**config.mk**
```make
export PLATFORM = sky130hd
export DESIGN_NAME = bp_me_mem_cmd_arbiter_flat
export DESIGN_NICKNAME = d
export VERILOG_FILES = /design/src/rtl/bp_me_pkg.sv /design/src/rtl/bp_me_mem_cmd_arbiter_if.sv /design/src/rtl/bp_me_req_id_fifo.sv /design/src/rtl/bp_me_mem_cmd_arbiter.sv /design/src/flat_wrapper.sv
export SDC_FILE = /design/constraint.sdc
export NUM_CORES = 1
export LEC_CHECK = 0
export CAP_MARGIN = 25
export CORE_AREA = 2 2 356 358
export CTS_BUF_LIST = sky130_fd_sc_hd__clkbuf_8 sky130_fd_sc_hd__clkbuf_16
export CTS_CLUSTER_SIZE = 20
export DETAILED_ROUTE_END_ITERATION = 7
export DIE_AREA = 0 0 358 360
export PLACE_DENSITY = 0.3
export SYNTH_ARGS = -nofsm -noshare
export SYNTH_HDL_FRONTEND = slang
export SYNTH_HIERARCHICAL = 1
export SYNTH_SLANG_ARGS = --single-unit
```
**constraint.sdc**
```tcl
create_clock -name clk_i -period 4.4 [get_ports clk_i]
set_input_delay 0.66 -clock clk_i [delete_from_list [all_inputs] [get_ports clk_i]]
set_output_delay 0.66 -clock clk_i [all_outputs]
set_load 0.01 [all_outputs]
```
**src/rtl/bp_me_pkg.sv**
```systemverilog
// bp_me_pkg: shared types and helpers for the memory-end command arbiter.
package bp_me_pkg;
  typedef enum logic {e_arb_idle, e_arb_locked} arb_state_e;
  function automatic int id_width(int n);
    return (n > 1) ? $clog2(n) : 1;
  endfunction
endpackage

```
**src/rtl/bp_me_mem_cmd_arbiter_if.sv**
```systemverilog
// bp_me_mem_cmd_arbiter_if: requester, memory and response bundle around the arbiter.
interface bp_me_mem_cmd_arbiter_if #(
  parameter int num_req_p = 4,
  parameter int cmd_width_p = 128,
  parameter int resp_width_p = 128,
  parameter int max_outstanding_p = 8
);
  localparam int out_width_lp = $clog2(max_outstanding_p + 1);
  logic [num_req_p*cmd_width_p-1:0] req_cmd_i;
  logic [num_req_p-1:0] req_v_i;
  logic [num_req_p-1:0] req_ready_o;
  logic [cmd_width_p-1:0] mem_cmd_o;
  logic mem_cmd_v_o;
  logic mem_cmd_ready_i;
  logic [resp_width_p-1:0] mem_resp_i;
  logic mem_resp_v_i;
  logic mem_resp_ready_o;
  logic [resp_width_p-1:0] resp_o;
  logic [num_req_p-1:0] resp_v_o;
  logic [num_req_p-1:0] resp_ready_i;
  logic [out_width_lp-1:0] outstanding_o;
  logic err_o;
  modport master (
    input req_cmd_i, req_v_i, mem_cmd_ready_i, mem_resp_i, mem_resp_v_i, resp_ready_i,
    output req_ready_o, mem_cmd_o, mem_cmd_v_o, mem_resp_ready_o, resp_o, resp_v_o,
    outstanding_o, err_o
  );
  modport slave (
    output req_cmd_i, req_v_i, mem_cmd_ready_i, mem_resp_i, mem_resp_v_i, resp_ready_i,
    input req_ready_o, mem_cmd_o, mem_cmd_v_o, mem_resp_ready_o, resp_o, resp_v_o,
    outstanding_o, err_o
  );
endinterface

```
**src/rtl/bp_me_req_id_fifo.sv**
```systemverilog
// bp_me_req_id_fifo: in-order requester-ID queue tracking outstanding memory commands.
module bp_me_req_id_fifo #(
  parameter int depth_p = 8,
  parameter int width_p = 2,
  localparam int ptr_w = $clog2(depth_p),
  localparam int cnt_w = $clog2(depth_p + 1)
) (
  input  logic clk_i,
  input  logic reset_n_i,
  input  logic push_i,
  input  logic [width_p-1:0] data_i,
  input  logic pop_i,
  output logic [width_p-1:0] data_o,
  output logic full_o,
  output logic empty_o,
  output logic [cnt_w-1:0] count_o
);
  logic [width_p-1:0] mem_r [depth_p];
  logic [ptr_w-1:0] wr_r, rd_r;
  logic [cnt_w-1:0] count_r;
  logic do_push, do_pop;
  assign full_o = count_r == cnt_w'(depth_p);
  assign empty_o = count_r == '0;
  assign count_o = count_r;
  assign data_o = mem_r[rd_r];
  assign do_push = push_i & ~full_o;
  assign do_pop = pop_i & ~empty_o;
  always_ff @(posedge clk_i)
    if (do_push) mem_r[wr_r] <= data_i;
  always_ff @(posedge clk_i or negedge reset_n_i)
    if (!reset_n_i) begin
      wr_r <= '0;
      rd_r <= '0;
      count_r <= '0;
    end else begin
      if (do_push) wr_r <= wr_r + 1'b1;
      if (do_pop) rd_r <= rd_r + 1'b1;
      count_r <= count_r + cnt_w'(do_push) - cnt_w'(do_pop);
    end
endmodule

```
**src/rtl/bp_me_mem_cmd_arbiter.sv**
```systemverilog
// bp_me_mem_cmd_arbiter: round-robin memory command arbiter with in-order response routing.
module bp_me_mem_cmd_arbiter
  import bp_me_pkg::*;
#(
  parameter int num_req_p = 4,
  parameter int cmd_width_p = 128,
  parameter int resp_width_p = 128,
  parameter int max_outstanding_p = 8
) (
  input logic clk_i,
  input logic reset_n_i,
  bp_me_mem_cmd_arbiter_if.master io
);
  localparam int id_w = id_width(num_req_p);
  localparam int out_w = $clog2(max_outstanding_p + 1);
  typedef logic [id_w-1:0] id_t;
  arb_state_e state_r, state_n;
  id_t last_r, lock_id_r, rr_grant, sel, head;
  logic rr_any, full, empty, cmd_v, cmd_hs, resp_hs, err_r;
  logic [out_w-1:0] count;
  always_comb begin
    rr_any = 1'b0;
    rr_grant = last_r;
    for (int i = 1; i <= num_req_p; i++)
      if (!rr_any && io.req_v_i[id_w'((int'(last_r) + i) % num_req_p)]) begin
        rr_any = 1'b1;
        rr_grant = id_w'((int'(last_r) + i) % num_req_p);
      end
  end
  always_ff @(posedge clk_i or negedge reset_n_i)
    if (!reset_n_i) state_r <= e_arb_idle;
    else state_r <= state_n;
  always_comb begin
    state_n = state_r == e_arb_idle ? (cmd_v && !io.mem_cmd_ready_i ? e_arb_locked : e_arb_idle)
                                    : (cmd_hs ? e_arb_idle : e_arb_locked);
  end
  // Outputs are forced low during reset so no requester sees a grant before the arbiter is live.
  always_comb begin
    sel = state_r == e_arb_locked ? lock_id_r : rr_grant;
    cmd_v = reset_n_i & ~full & (state_r == e_arb_locked ? io.req_v_i[lock_id_r] : rr_any);
    cmd_hs = cmd_v & io.mem_cmd_ready_i;
    io.mem_cmd_v_o = cmd_v;
    io.mem_cmd_o = io.req_cmd_i[sel*cmd_width_p +: cmd_width_p];
    io.req_ready_o = cmd_hs ? num_req_p'(1) << sel : '0;
    io.mem_resp_ready_o = ~empty & io.resp_ready_i[head];
    io.resp_v_o = io.mem_resp_v_i && !empty ? num_req_p'(1) << head : '0;
    resp_hs = io.mem_resp_v_i & io.mem_resp_ready_o;
    io.resp_o = io.mem_resp_i;
    io.outstanding_o = count;
    io.err_o = err_r;
  end
  always_ff @(posedge clk_i or negedge reset_n_i)
    if (!reset_n_i) begin
      last_r <= id_w'(num_req_p - 1);
      lock_id_r <= '0;
      err_r <= 1'b0;
    end else begin
      if (cmd_hs) last_r <= sel;
      if (state_r == e_arb_idle && cmd_v && !io.mem_cmd_ready_i) lock_id_r <= rr_grant;
      if (io.mem_resp_v_i && empty) err_r <= 1'b1;
    end
  bp_me_req_id_fifo #(.depth_p(max_outstanding_p), .width_p(id_w)) id_fifo (
    .clk_i(clk_i),
    .reset_n_i(reset_n_i),
    .push_i(cmd_hs),
    .data_i(sel),
    .pop_i(resp_hs),
    .data_o(head),
    .full_o(full),
    .empty_o(empty),
    .count_o(count)
  );
  a_lock_hold: assert property (@(posedge clk_i) disable iff (!reset_n_i)
    state_r == e_arb_locked |-> io.req_v_i[lock_id_r]);
endmodule

```
**src/flat_wrapper.sv**
```systemverilog
// flat-port wrapper written by rule: the top's interface ports become plain ports
module bp_me_mem_cmd_arbiter_flat import bp_me_pkg::*;
#(
  parameter int num_req_p = 4,
  parameter int cmd_width_p = 128,
  parameter int resp_width_p = 128,
  parameter int max_outstanding_p = 8
)
  (clk_i, reset_n_i, io_req_cmd_i, io_req_v_i, io_mem_cmd_ready_i, io_mem_resp_i, io_mem_resp_v_i, io_resp_ready_i, io_req_ready_o, io_mem_cmd_o, io_mem_cmd_v_o, io_mem_resp_ready_o, io_resp_o, io_resp_v_o, io_outstanding_o, io_err_o);
  bp_me_mem_cmd_arbiter_if #(.num_req_p(num_req_p), .cmd_width_p(cmd_width_p), .resp_width_p(resp_width_p), .max_outstanding_p(max_outstanding_p)) io_i ();
  input logic clk_i;
  input logic reset_n_i;
  input wire logic [$bits(io_i.req_cmd_i)-1:0] io_req_cmd_i;
  input wire logic [$bits(io_i.req_v_i)-1:0] io_req_v_i;
  input wire logic [$bits(io_i.mem_cmd_ready_i)-1:0] io_mem_cmd_ready_i;
  input wire logic [$bits(io_i.mem_resp_i)-1:0] io_mem_resp_i;
  input wire logic [$bits(io_i.mem_resp_v_i)-1:0] io_mem_resp_v_i;
  input wire logic [$bits(io_i.resp_ready_i)-1:0] io_resp_ready_i;
  output wire logic [$bits(io_i.req_ready_o)-1:0] io_req_ready_o;
  output wire logic [$bits(io_i.mem_cmd_o)-1:0] io_mem_cmd_o;
  output wire logic [$bits(io_i.mem_cmd_v_o)-1:0] io_mem_cmd_v_o;
  output wire logic [$bits(io_i.mem_resp_ready_o)-1:0] io_mem_resp_ready_o;
  output wire logic [$bits(io_i.resp_o)-1:0] io_resp_o;
  output wire logic [$bits(io_i.resp_v_o)-1:0] io_resp_v_o;
  output wire logic [$bits(io_i.outstanding_o)-1:0] io_outstanding_o;
  output wire logic [$bits(io_i.err_o)-1:0] io_err_o;
  assign io_i.req_cmd_i = io_req_cmd_i;
  assign io_i.req_v_i = io_req_v_i;
  assign io_i.mem_cmd_ready_i = io_mem_cmd_ready_i;
  assign io_i.mem_resp_i = io_mem_resp_i;
  assign io_i.mem_resp_v_i = io_mem_resp_v_i;
  assign io_i.resp_ready_i = io_resp_ready_i;
  assign io_req_ready_o = io_i.req_ready_o;
  assign io_mem_cmd_o = io_i.mem_cmd_o;
  assign io_mem_cmd_v_o = io_i.mem_cmd_v_o;
  assign io_mem_resp_ready_o = io_i.mem_resp_ready_o;
  assign io_resp_o = io_i.resp_o;
  assign io_resp_v_o = io_i.resp_v_o;
  assign io_outstanding_o = io_i.outstanding_o;
  assign io_err_o = io_i.err_o;
  bp_me_mem_cmd_arbiter #(.num_req_p(num_req_p), .cmd_width_p(cmd_width_p), .resp_width_p(resp_width_p), .max_outstanding_p(max_outstanding_p)) u_core (.clk_i(clk_i), .reset_n_i(reset_n_i), .io(io_i));
endmodule
```
# Word-level counts from Yosys, hierarchy flattened
# Memory sizes are Yosys's and may differ from the RTL's.
# Cells that the tools add are included.
[word_totals] ff_bits=16 ramBits=16 wordCells=83 memories=1
[op_classes] n_addsub=8 order_cmp=6 eq_ne=1 shift=3 n_mux=33 bitwise=10 n_reduce_logical=14
[memory_table] name="u_core.id_fifo.mem_r" depth=8 word_bits=2 rd=1 rd_ports_with_merged_regs=0 write_ports=1 line_no="bp_me_req_id_fifo.sv:18" text="logic [width_p-1:0] mem_r [depth_p];"
[op_table] operator="indexed part select 512 x 10 -> 128 bit" count=1
[op_table] operator="two-way mux 1 bit" count=20
[op_table] operator="< comparator 2 x 4 -> 1 bit (second input constant)" count=4
[op_table] operator="binary-select mux 1 bit (select 2 bit)" count=6
[op_table] operator="two-way mux 2 bit" count=5
[op_table] operator="logical AND 1 bit" count=8
[op_table] operator="two-way mux 4 bit" count=2
[op_table] operator="<< shifter 1 x 2 -> 4 bit (first input constant)" count=2
[op_table] operator="bitwise AND 1 bit" count=7
[op_table] operator="adder 3 x 1 -> 3 bit (second input constant)" count=2
[op_table] operator="< comparator 2 x 3 -> 1 bit (second input constant)" count=2
[op_table] operator="zero test 1 bit" count=5
[op_table] operator="adder 2 x 1 -> 2 bit (second input constant)" count=2
[op_table] operator="adder 2 bit (second input constant)" count=2
[op_table] operator="adder 4 x 1 -> 4 bit" count=1
[op_table] operator="equality test 4 bit (second input constant)" count=1
[op_table] operator="zero test 4 bit" count=1
[op_table] operator="subtractor 4 x 1 -> 4 bit" count=1
[op_table] operator="inverter 1 bit" count=3

# Logic depth before layout (Yosys ltp)
# Gate-level depths: netlist of the first run.
[depth] word_depth=20 depth_mapped=14

# By module
# The synthesis of the first run kept the hierarchy.
[by_module_without_submodules] module="bp_me_mem_cmd_arbiter" n_inst=1 cells_each=623 area_each_um2=5992.0
[by_module_without_submodules] module="bp_me_req_id_fifo" n_inst=1 cells_each=80 area_each_um2=1211.2

# Worst setup path after synthesis of the first run
# OpenSTA, ideal clock, no wires.
[synth_path] path_type="register to register" from="register u_core.id_fifo.rd_r[0]" to="register u_core.id_fifo.count_r[2], in the netlist u_core/id_fifo/count_o[2]" setup_time_ns=0.123 arrival_ns=3.076 setup_slack_ns=1.202 stages_incl_launch_ff=14 period_less_slack_ns=3.198 path_cell_list="dfrtp_1 > buf_6 > mux4_1 > mux2_2 > mux4_2 > and2_1 > nand2b_1 > inv_1 > ha_1 > inv_1 > ha_1 > inv_1 > fa_1 > xnor2_1"
[synth_between] elab_chain_len=7
[synth_lines] element="start: declaration" line_no="bp_me_req_id_fifo.sv:19" text="logic [ptr_w-1:0] wr_r, rd_r;"
[synth_lines] element="start signal: assignment" line_no="bp_me_req_id_fifo.sv:37" text="if (do_pop) rd_r <= rd_r + 1'b1;"
[synth_lines] element="memory read (8 x 2 bit)"
[synth_lines] element="named net u_core.head[0]" line_no="bp_me_mem_cmd_arbiter.sv:18" text="id_t last_r, lock_id_r, rr_grant, sel, head;"
[synth_lines] element="binary-select mux 1 bit (select 2 bit)" line_no="bp_me_mem_cmd_arbiter.sv:45" text="io.mem_resp_ready_o = ~empty & io.resp_ready_i[head];"
[synth_lines] element="two-way mux 1 bit (not written as such)" line_no="bp_me_mem_cmd_arbiter.sv:45"
[synth_lines] element="bitwise AND 1 bit" line_no="bp_me_mem_cmd_arbiter.sv:45"
[synth_lines] element="bitwise AND 1 bit" line_no="bp_me_mem_cmd_arbiter.sv:47" text="resp_hs = io.mem_resp_v_i & io.mem_resp_ready_o;"
[synth_lines] element="named net u_core.resp_hs" line_no="bp_me_mem_cmd_arbiter.sv:19" text="logic rr_any, full, empty, cmd_v, cmd_hs, resp_hs, err_r;"
[synth_lines] element="bitwise AND 1 bit" line_no="bp_me_req_id_fifo.sv:27" text="assign do_pop = pop_i & ~empty_o;"
[synth_lines] element="named net u_core.id_fifo.do_pop" line_no="bp_me_req_id_fifo.sv:21" text="logic do_push, do_pop;"
[synth_lines] element="subtractor 4 x 1 -> 4 bit" line_no="bp_me_req_id_fifo.sv:38" text="count_r <= count_r + cnt_w'(do_push) - cnt_w'(do_pop);"
[synth_lines] element="end signal: assignment" line_no="bp_me_req_id_fifo.sv:38"
[synth_lines] element="end: declaration" line_no="bp_me_req_id_fifo.sv:20" text="logic [cnt_w-1:0] count_r;"
# The timed path passes the listed nets, and every way through them passes these cells. The select of a mux whose other input is x is not followed.
# A chain may end at the register's enable or synchronous reset.

# Final worst setup path of the first run
[layout_path] from="input port io_req_v_i[1]" to="output port io_mem_cmd_o[80]"
[layout_between] elab_chain_len=15 word_cells_on_any_way=27 classes_between="shift (1); mux (20); reduce/logical (6)"
[layout_lines] element="start: declaration" line_no="flat_wrapper.sv:14" text="input wire logic [$bits(io_i.req_v_i)-1:0] io_req_v_i;"
[layout_lines] element="binary-select mux 1 bit (select 2 bit)" line_no="bp_me_mem_cmd_arbiter.sv:25" text="if (!rr_any && io.req_v_i[id_w'((int'(last_r) + i) % num_req_p)]) begin"
[layout_lines] element="two-way mux 1 bit (not written as such) (2 in series)" line_no="bp_me_mem_cmd_arbiter.sv:25"
[layout_lines] element="two-way mux 1 bit" line_no="bp_me_mem_cmd_arbiter.sv:25"
[layout_lines] element="zero test 1 bit" line_no="bp_me_mem_cmd_arbiter.sv:25"
[layout_lines] element="logical AND 1 bit" line_no="bp_me_mem_cmd_arbiter.sv:25"
[layout_lines] element="two-way mux 1 bit" line_no="bp_me_mem_cmd_arbiter.sv:25"
[layout_lines] element="zero test 1 bit" line_no="bp_me_mem_cmd_arbiter.sv:25"
[layout_lines] element="logical AND 1 bit" line_no="bp_me_mem_cmd_arbiter.sv:25"
[layout_lines] element="two-way mux 1 bit" line_no="bp_me_mem_cmd_arbiter.sv:25"
[layout_lines] element="zero test 1 bit" line_no="bp_me_mem_cmd_arbiter.sv:25"
[layout_lines] element="logical AND 1 bit" line_no="bp_me_mem_cmd_arbiter.sv:25"
[layout_lines] element="two-way mux 2 bit (*)" line_no="bp_me_mem_cmd_arbiter.sv:25"
[layout_lines] element="two-way mux 2 bit (*)" line_no="bp_me_mem_cmd_arbiter.sv:39" text="sel = state_r == e_arb_locked ? lock_id_r : rr_grant;"
[layout_lines] element="indexed part select 512 x 10 -> 128 bit (*)" line_no="bp_me_mem_cmd_arbiter.sv:43" text="io.mem_cmd_o = io.req_cmd_i[sel*cmd_width_p +: cmd_width_p];"
[layout_lines] element="end: declaration" line_no="flat_wrapper.sv:20" text="output wire logic [$bits(io_i.mem_cmd_o)-1:0] io_mem_cmd_o;"
# Every way passes the cells marked *; elsewhere a longest branch is shown, timed or not. The select of a mux whose other input is x is not followed.

==> impl_results.md, run 1 <==
* Site Rows at 130
* Synthesized area at 7200 um^2
* Synth unique cells at 47
* Critical path class: input pin to output port
* Pin count of the biggest net entering global routing at 41
* Final hold violations at 0
* Final ANT Viol Nets at 0
* Initial antenna violation count at 47
* Die height at 360 um
* Final worst path period share at 95.6%
* Fin Hold WS at 0.503 ns
* First-pass GRT wire length at 78.4 mm
* Vias in the first global route at 8434
* Layout cells sized above 1 at 8.54%
* DRT Pass-1 Iters at 4
* Cell Area, Placed at 15000 um^2
* Fmax at 238 MHz
* Area contributors post-synth: mux2i_1 (54%), buf_4 (14%), edfxtp_1 (6.7%), dfrtp_1 (4.9%), buf_12 (4.2%)
* Crit-path leading delay family: buffers and inverters
* Internal reg-to-reg setup slack at 0.80 ns
* Die X at 358 um
* CTS max path bufs at 2
* Flops & latches, synth at 32
* Buffers plus inverters on the worst setup path at 5
* Crit path launch type: input pin
* Die ar. at 129000 um^2
* Starting DRT DRC Count at 198
* CP max FO at 27
* WL final at 61.6 mm
* Starting Density at 5.77%
* Grt ovf at 0
* Synth warn at 6
* Worst Path Required at 3.74 ns
* Slew @ Worst Pin at 0.460 ns
* MaxCap Viol Count at 0
* Dpl ws at -0.145 ns
* Most common cell after layout, fill and taps aside: clkdlybuf4s50_1
* Final Max Slew Viols at 0
* RSZ-0062 raised after global routing: no
* CP peak stage delay at 0.59 ns
* Met3 Use GR at 3.52%
* Hold crit path type: flop to flop
* Static Leak at 6.35 nW
* Worst Slack Setup Final at 0.195 ns
* Residual DRC count at 0
* # IOs at 923
* Clock transition at path regs at 0.06 ns
* Most frequent cells in the layout: clkdlybuf4s50_1 (649), mux2i_1 (381), buf_4 (56), buf_12 (21), edfxtp_1 (16)
* Final instance area at 15300 um^2
* Worst-path cell chain: clkdlybuf4s50_1 -> nand2b_1 -> a221o_1 -> a21boi_4 -> buf_12 -> buf_12 -> buf_12 -> mux2i_2 -> mux2i_1 -> clkdlybuf4s50_1
* Via count at 7655
* Area grow syn2layout at 112%
* Crit end category: output port
* Met2 GRT Util at 15.5%
* Leading area contributor after synthesis: mux2i_1
* CTS tree: yes
* CP max stage cell: clkdlybuf4s50_1
* CTS sink cnt at 32
* Yosys top cell area share at 53.6%
* Buffers on Ports at 666
* Slew margin rel. at 68.5%
* Clock Skews at 0.00606 ns
* Post-DP HPWL at 56.2 mm
* Clk root buf: clkbuf_16
* Total GRT Usage at 9.05%
* Syn nets at 1364
* GR peak layer: met2
* Vias per cell at 2.62
* Core area at 125000 um^2
* Setup TNS at 0 ns
* Minimum clock period at 4.21 ns
* CTS H-tree depth at 2
* Fraction of the yosys area taken by sequential cells at 12.3%
* Peak supply drop at 292 uV
* Final nets at 1924
* CP arrival at 3.55 ns
* Placer congestion estimate at 0.782
* Met1 usage at 10.7%
* Final setup fails at 0
* Routed len/inst at 21.1 um
* Outcome: finished clean
* Cells after Synth at 703
* Most frequent CP cell: buf_12
* # hold bufs at CTS at 0
* CTS Buf Count at 5
* Clock Latency Late Sink at 0.28 ns
* Mean Syn Cell Area at 10.2 um^2
* Cell area power density at 624 nW/um^2
[kinds of logic after synthesis]
kind of cell,share of synthesized area [%]
simple gates,4.41
mux,57.3
xor+xnor,0.851
compound gates,1.18
fa+ha+maj,1.67
flops,12.3
buf+inv,22.3
[final cells by class]
cell class                 count  area [um^2]
inverter                      12         52.6
clock inverter                 3         23.8
fill                       14262       110000
clock buffer                   5          125
timing repair buffer         728         7360
multi-input combinational    484         4750
tap                         1650         2060
antenna                        9         22.5
sequential                    32          883
[metrics by stage]
step	std cells	power, mW	utilization [%]
2_1_floorplan	703	5.39	-
3_3_place_gp	2904	9.34	12.0
3_5_place_dp	2904	9.32	12.0
4_1_cts	2914	9.80	12.2
5_1_grt	2920	10.2	12.2
6_report	2923	9.53	12.2
[cells in the mapped netlist, drive strengths merged]
cell type / n
ha: 8
nand3b: 1
a21oi: 4
and3: 2
nor2: 7
nand4: 1
xor2: 3
fa: 1
a211oi: 1
inv: 12
a221o: 1
edfxtp: 16
buf: 170
dfstp: 2
a21o: 2
clkbuf: 5
dfrtp: 14
a211o: 1
a21boi: 1
nand2: 10
or3b: 3
o21ai: 1
nor4: 1
mux4: 6
xnor2: 4
o211ai: 1
and3b: 1
nand3: 3
nor2b: 6
mux2: 8
and2: 1
nor3b: 4
nor3: 8
nand2b: 6
mux2i: 387
or3: 1
[sequential cells by signal, summed over array words and instances, names as in the netlist, named ones only]
register and count:
u_core/id_fifo/mem_r 16, u_core/id_fifo/rd_r 3, u_core/io.err_o 1, u_core/last_r 2, u_core/id_fifo/wr_r 3, u_core/id_fifo/count_o 4
u_core/lock_id_r 2
[where the power goes]
| part | internal (mW) | leakage, nW | total, mW | switching (mW) |
|---|---|---|---|---|
| sequential | 0.450 | 0.329 | 0.593 | 0.144 |
| clock | 0.210 | 0.0661 | 0.345 | 0.134 |
| combinational | 4.63 | 5.96 | 8.59 | 3.97 |
[worst paths after layout]
check | startpoint | to | cells past startpoint
setup / recovery | io_req_v_i[1] | io_mem_cmd_o[80] | 10
setup reg to reg | u_core/id_fifo/rd_r[0] | u_core/id_fifo/count_o[2] | 12
hold reg to reg | u_core/io.err_o | u_core/io.err_o | 1
min in group asynchronous | reset_n_i | u_core/lock_id_r[0] | 2
max in group asynchronous | reset_n_i | u_core/last_r[0] | 2
hold / removal | u_core/io.err_o | u_core/io.err_o | 1
[layer usage]
layer | share of wire [%] | wire length (um)
met2 | 48 | 29300
met3 | 9.4 | 5760
met5 | 0.20 | 126
met1 | 42 | 25600
met4 | 1.3 | 781
[timing repair]
action	in CTS	in global routing
setup endpoints to repair	5	6
endpoints found under the hold margin	0	0
pin swaps	1	0
buffers inserted	2	0
gates resized for setup	4	4
Note: power is estimated with default switching activity, not from simulation.
==> run 2, diff against run 1 <==
MAX_ROUTING_LAYER = met4   (was default)
==> impl_results.md, run 2 (synthesis results as in run 1) <==
* Worst Slack Setup Final at 0.192 ns
* Met2 GRT Util at 15.4%
* Die height at 360 um
* Grt ovf at 0
* CTS sink cnt at 32
* Met1 usage at 10.8%
* Layout cells sized above 1 at 8.54%
* Number of fillers in the final layout at 14262
* Power share of the sequential group at 6.2%
* Final hold violations at 0
* MaxCap Viol Count at 0
* Sw Ratio at 44.5%
* Crit end category: output port
* Post-DP HPWL at 56.2 mm
* Static Leak at 6.35 nW
* Clock Latency Late Sink at 0.28 ns
* Dpl cells at 2904
* Setup TNS at 0 ns
* DRT Pass-1 Iters at 5
* Hold crit path type: flop to flop
* Total GRT Usage at 9.30%
* Most common cell after layout, fill and taps aside: clkdlybuf4s50_1
* Top reg by flops: u_core/id_fifo/mem_r
* Outcome: finished clean
* CTS max path bufs at 2
* Met3 Use GR at 3.36%
* CP arrival at 3.55 ns
* Placer congestion estimate at 0.793
* Clock power frac at 3.6%
* Pin count of the biggest net entering global routing at 41
* Cell Area, Placed at 15000 um^2
* RSZ-0062 raised after global routing: no
* CTS H-tree depth at 2
* Fin Hold WS at 0.504 ns
* CTS tree: yes
* Slew @ Worst Pin at 0.468 ns
* Dpl ws at -0.145 ns
* Worst Path Required at 3.74 ns
* WL final at 61.5 mm
* Final instance area at 15300 um^2
* Int Power at 5.29 mW
* Final worst path period share at 95.6%
* Critical path class: input pin to output port
* # hold bufs at CTS at 0
* Final setup fails at 0
* Starting DRT DRC Count at 204
* Die ar. at 129000 um^2
* Routed len/inst at 21.0 um
* Final nets at 1924
* Cell area power density at 623 nW/um^2
* Peak supply drop at 286 uV
* Vias in the first global route at 8456
* Starting Density at 5.77%
* Combinational power share at 90.1%
* Initial antenna violation count at 44
* Site Rows at 130
* CTS Buf Count at 5
* First-pass GRT wire length at 78.2 mm
* Fmax at 238 MHz
* Final Max Slew Viols at 0
* Crit path launch type: input pin
* Core area at 125000 um^2
* GR peak layer: met2
* Most frequent cells in the layout: clkdlybuf4s50_1 (649), mux2i_1 (381), buf_4 (56), buf_12 (21), edfxtp_1 (16)
* Final std cells w/o fill at 2930
* Die X at 358 um
* Clock Skews at 0.00709 ns
* NetSw at 4.23 mW
* Clk root buf: clkbuf_16
* Slew margin rel. at 67.9%
* Clock transition at path regs at 0.06 ns
* Buffers on Ports at 666
* CP max FO at 27
* Residual DRC count at 0
* Max reg flops at 16
* Minimum clock period at 4.21 ns
* Area grow syn2layout at 112%
* Final ANT Viol Nets at 0
* Via count at 7603
* # IOs at 923
* Vias per cell at 2.59
## run 2: cell types whose count changed in the layout (fill, tap and decap cells not counted), sizes merged
cell,before,now
diode,9,16
## run 2: metal layers
metal	wire length, um	vias up
met2	29300	467
met4	755	0
li1	-	3572
met3	5980	69
met5	0	-
met1	25500	3495
## run 2: path summary, 6_finish.rpt
| kind | startpoint | to | slack (ns) | depth (start not counted) |
|---|---|---|---|---|
| min in group asynchronous | reset_n_i | u_core/lock_id_r[0] | 0.79 | 2 |
| hold reg to reg | u_core/io.err_o | u_core/io.err_o | 0.50 | 1 |
| hold / removal | u_core/io.err_o | u_core/io.err_o | 0.50 | 1 |
| setup reg to reg | u_core/id_fifo/rd_r[0] | u_core/id_fifo/count_o[2] | 0.80 | 12 |
| setup / recovery | io_req_v_i[1] | io_mem_cmd_o[80] | 0.19 | 10 |
| max in group asynchronous | reset_n_i | u_core/last_r[0] | 3.35 | 2 |
## run 2: power groups by stage
stage / Sequential (mW) / Clock (mW) / Combinational (mW)
3_5_place_dp: 0.604 / 0 / 8.71
5_1_grt: 0.617 / 0.371 / 9.22
4_1_cts: 0.598 / 0.359 / 8.84
6_report: 0.594 / 0.344 / 8.58
3_3_place_gp: 0.596 / 0 / 8.74
2_1_floorplan: 0.534 / 0 / 4.86
## run 2: final cells by class
cell class	instances	area [um^2]	area share, %
Clock inverter	3	23.8	0.155
Clock buffer	5	125	0.818
Antenna cell	16	40.0	0.262
Tap cell	1650	2060	13.5
Timing Repair Buffer	728	7360	48.1
Inverter	12	52.6	0.344
Sequential cell	32	883	5.78
Multi-Input combinational cell	484	4750	31.0
## run 2: metrics by stage
step	utilization [%]	power [mW]
finish	12.2	9.52
detailed placement	12.0	9.32
CTS	12.2	9.80
global placement	12.0	9.34
global route	12.2	10.2
floorplan	-	5.39
## run 2: what timing repair did
item / 4_1_cts / 5_1_grt
resized for setup: 4 / 4
gates cloned: 0 / 0
setup buffers: 2 / 0
pin swaps: 1 / 0
endpoints found under the setup margin: 5 / 6
## run 2: worst max-delay path, cell delays in order
cell,delay [ns]
clkdlybuf4s50_1,0.60
nand2b_1,0.09
a221o_1,0.37
a21boi_4,0.18
buf_12,0.14
buf_12,0.14
buf_12,0.22
mux2i_2,0.41
mux2i_1,0.14
clkdlybuf4s50_1,0.53
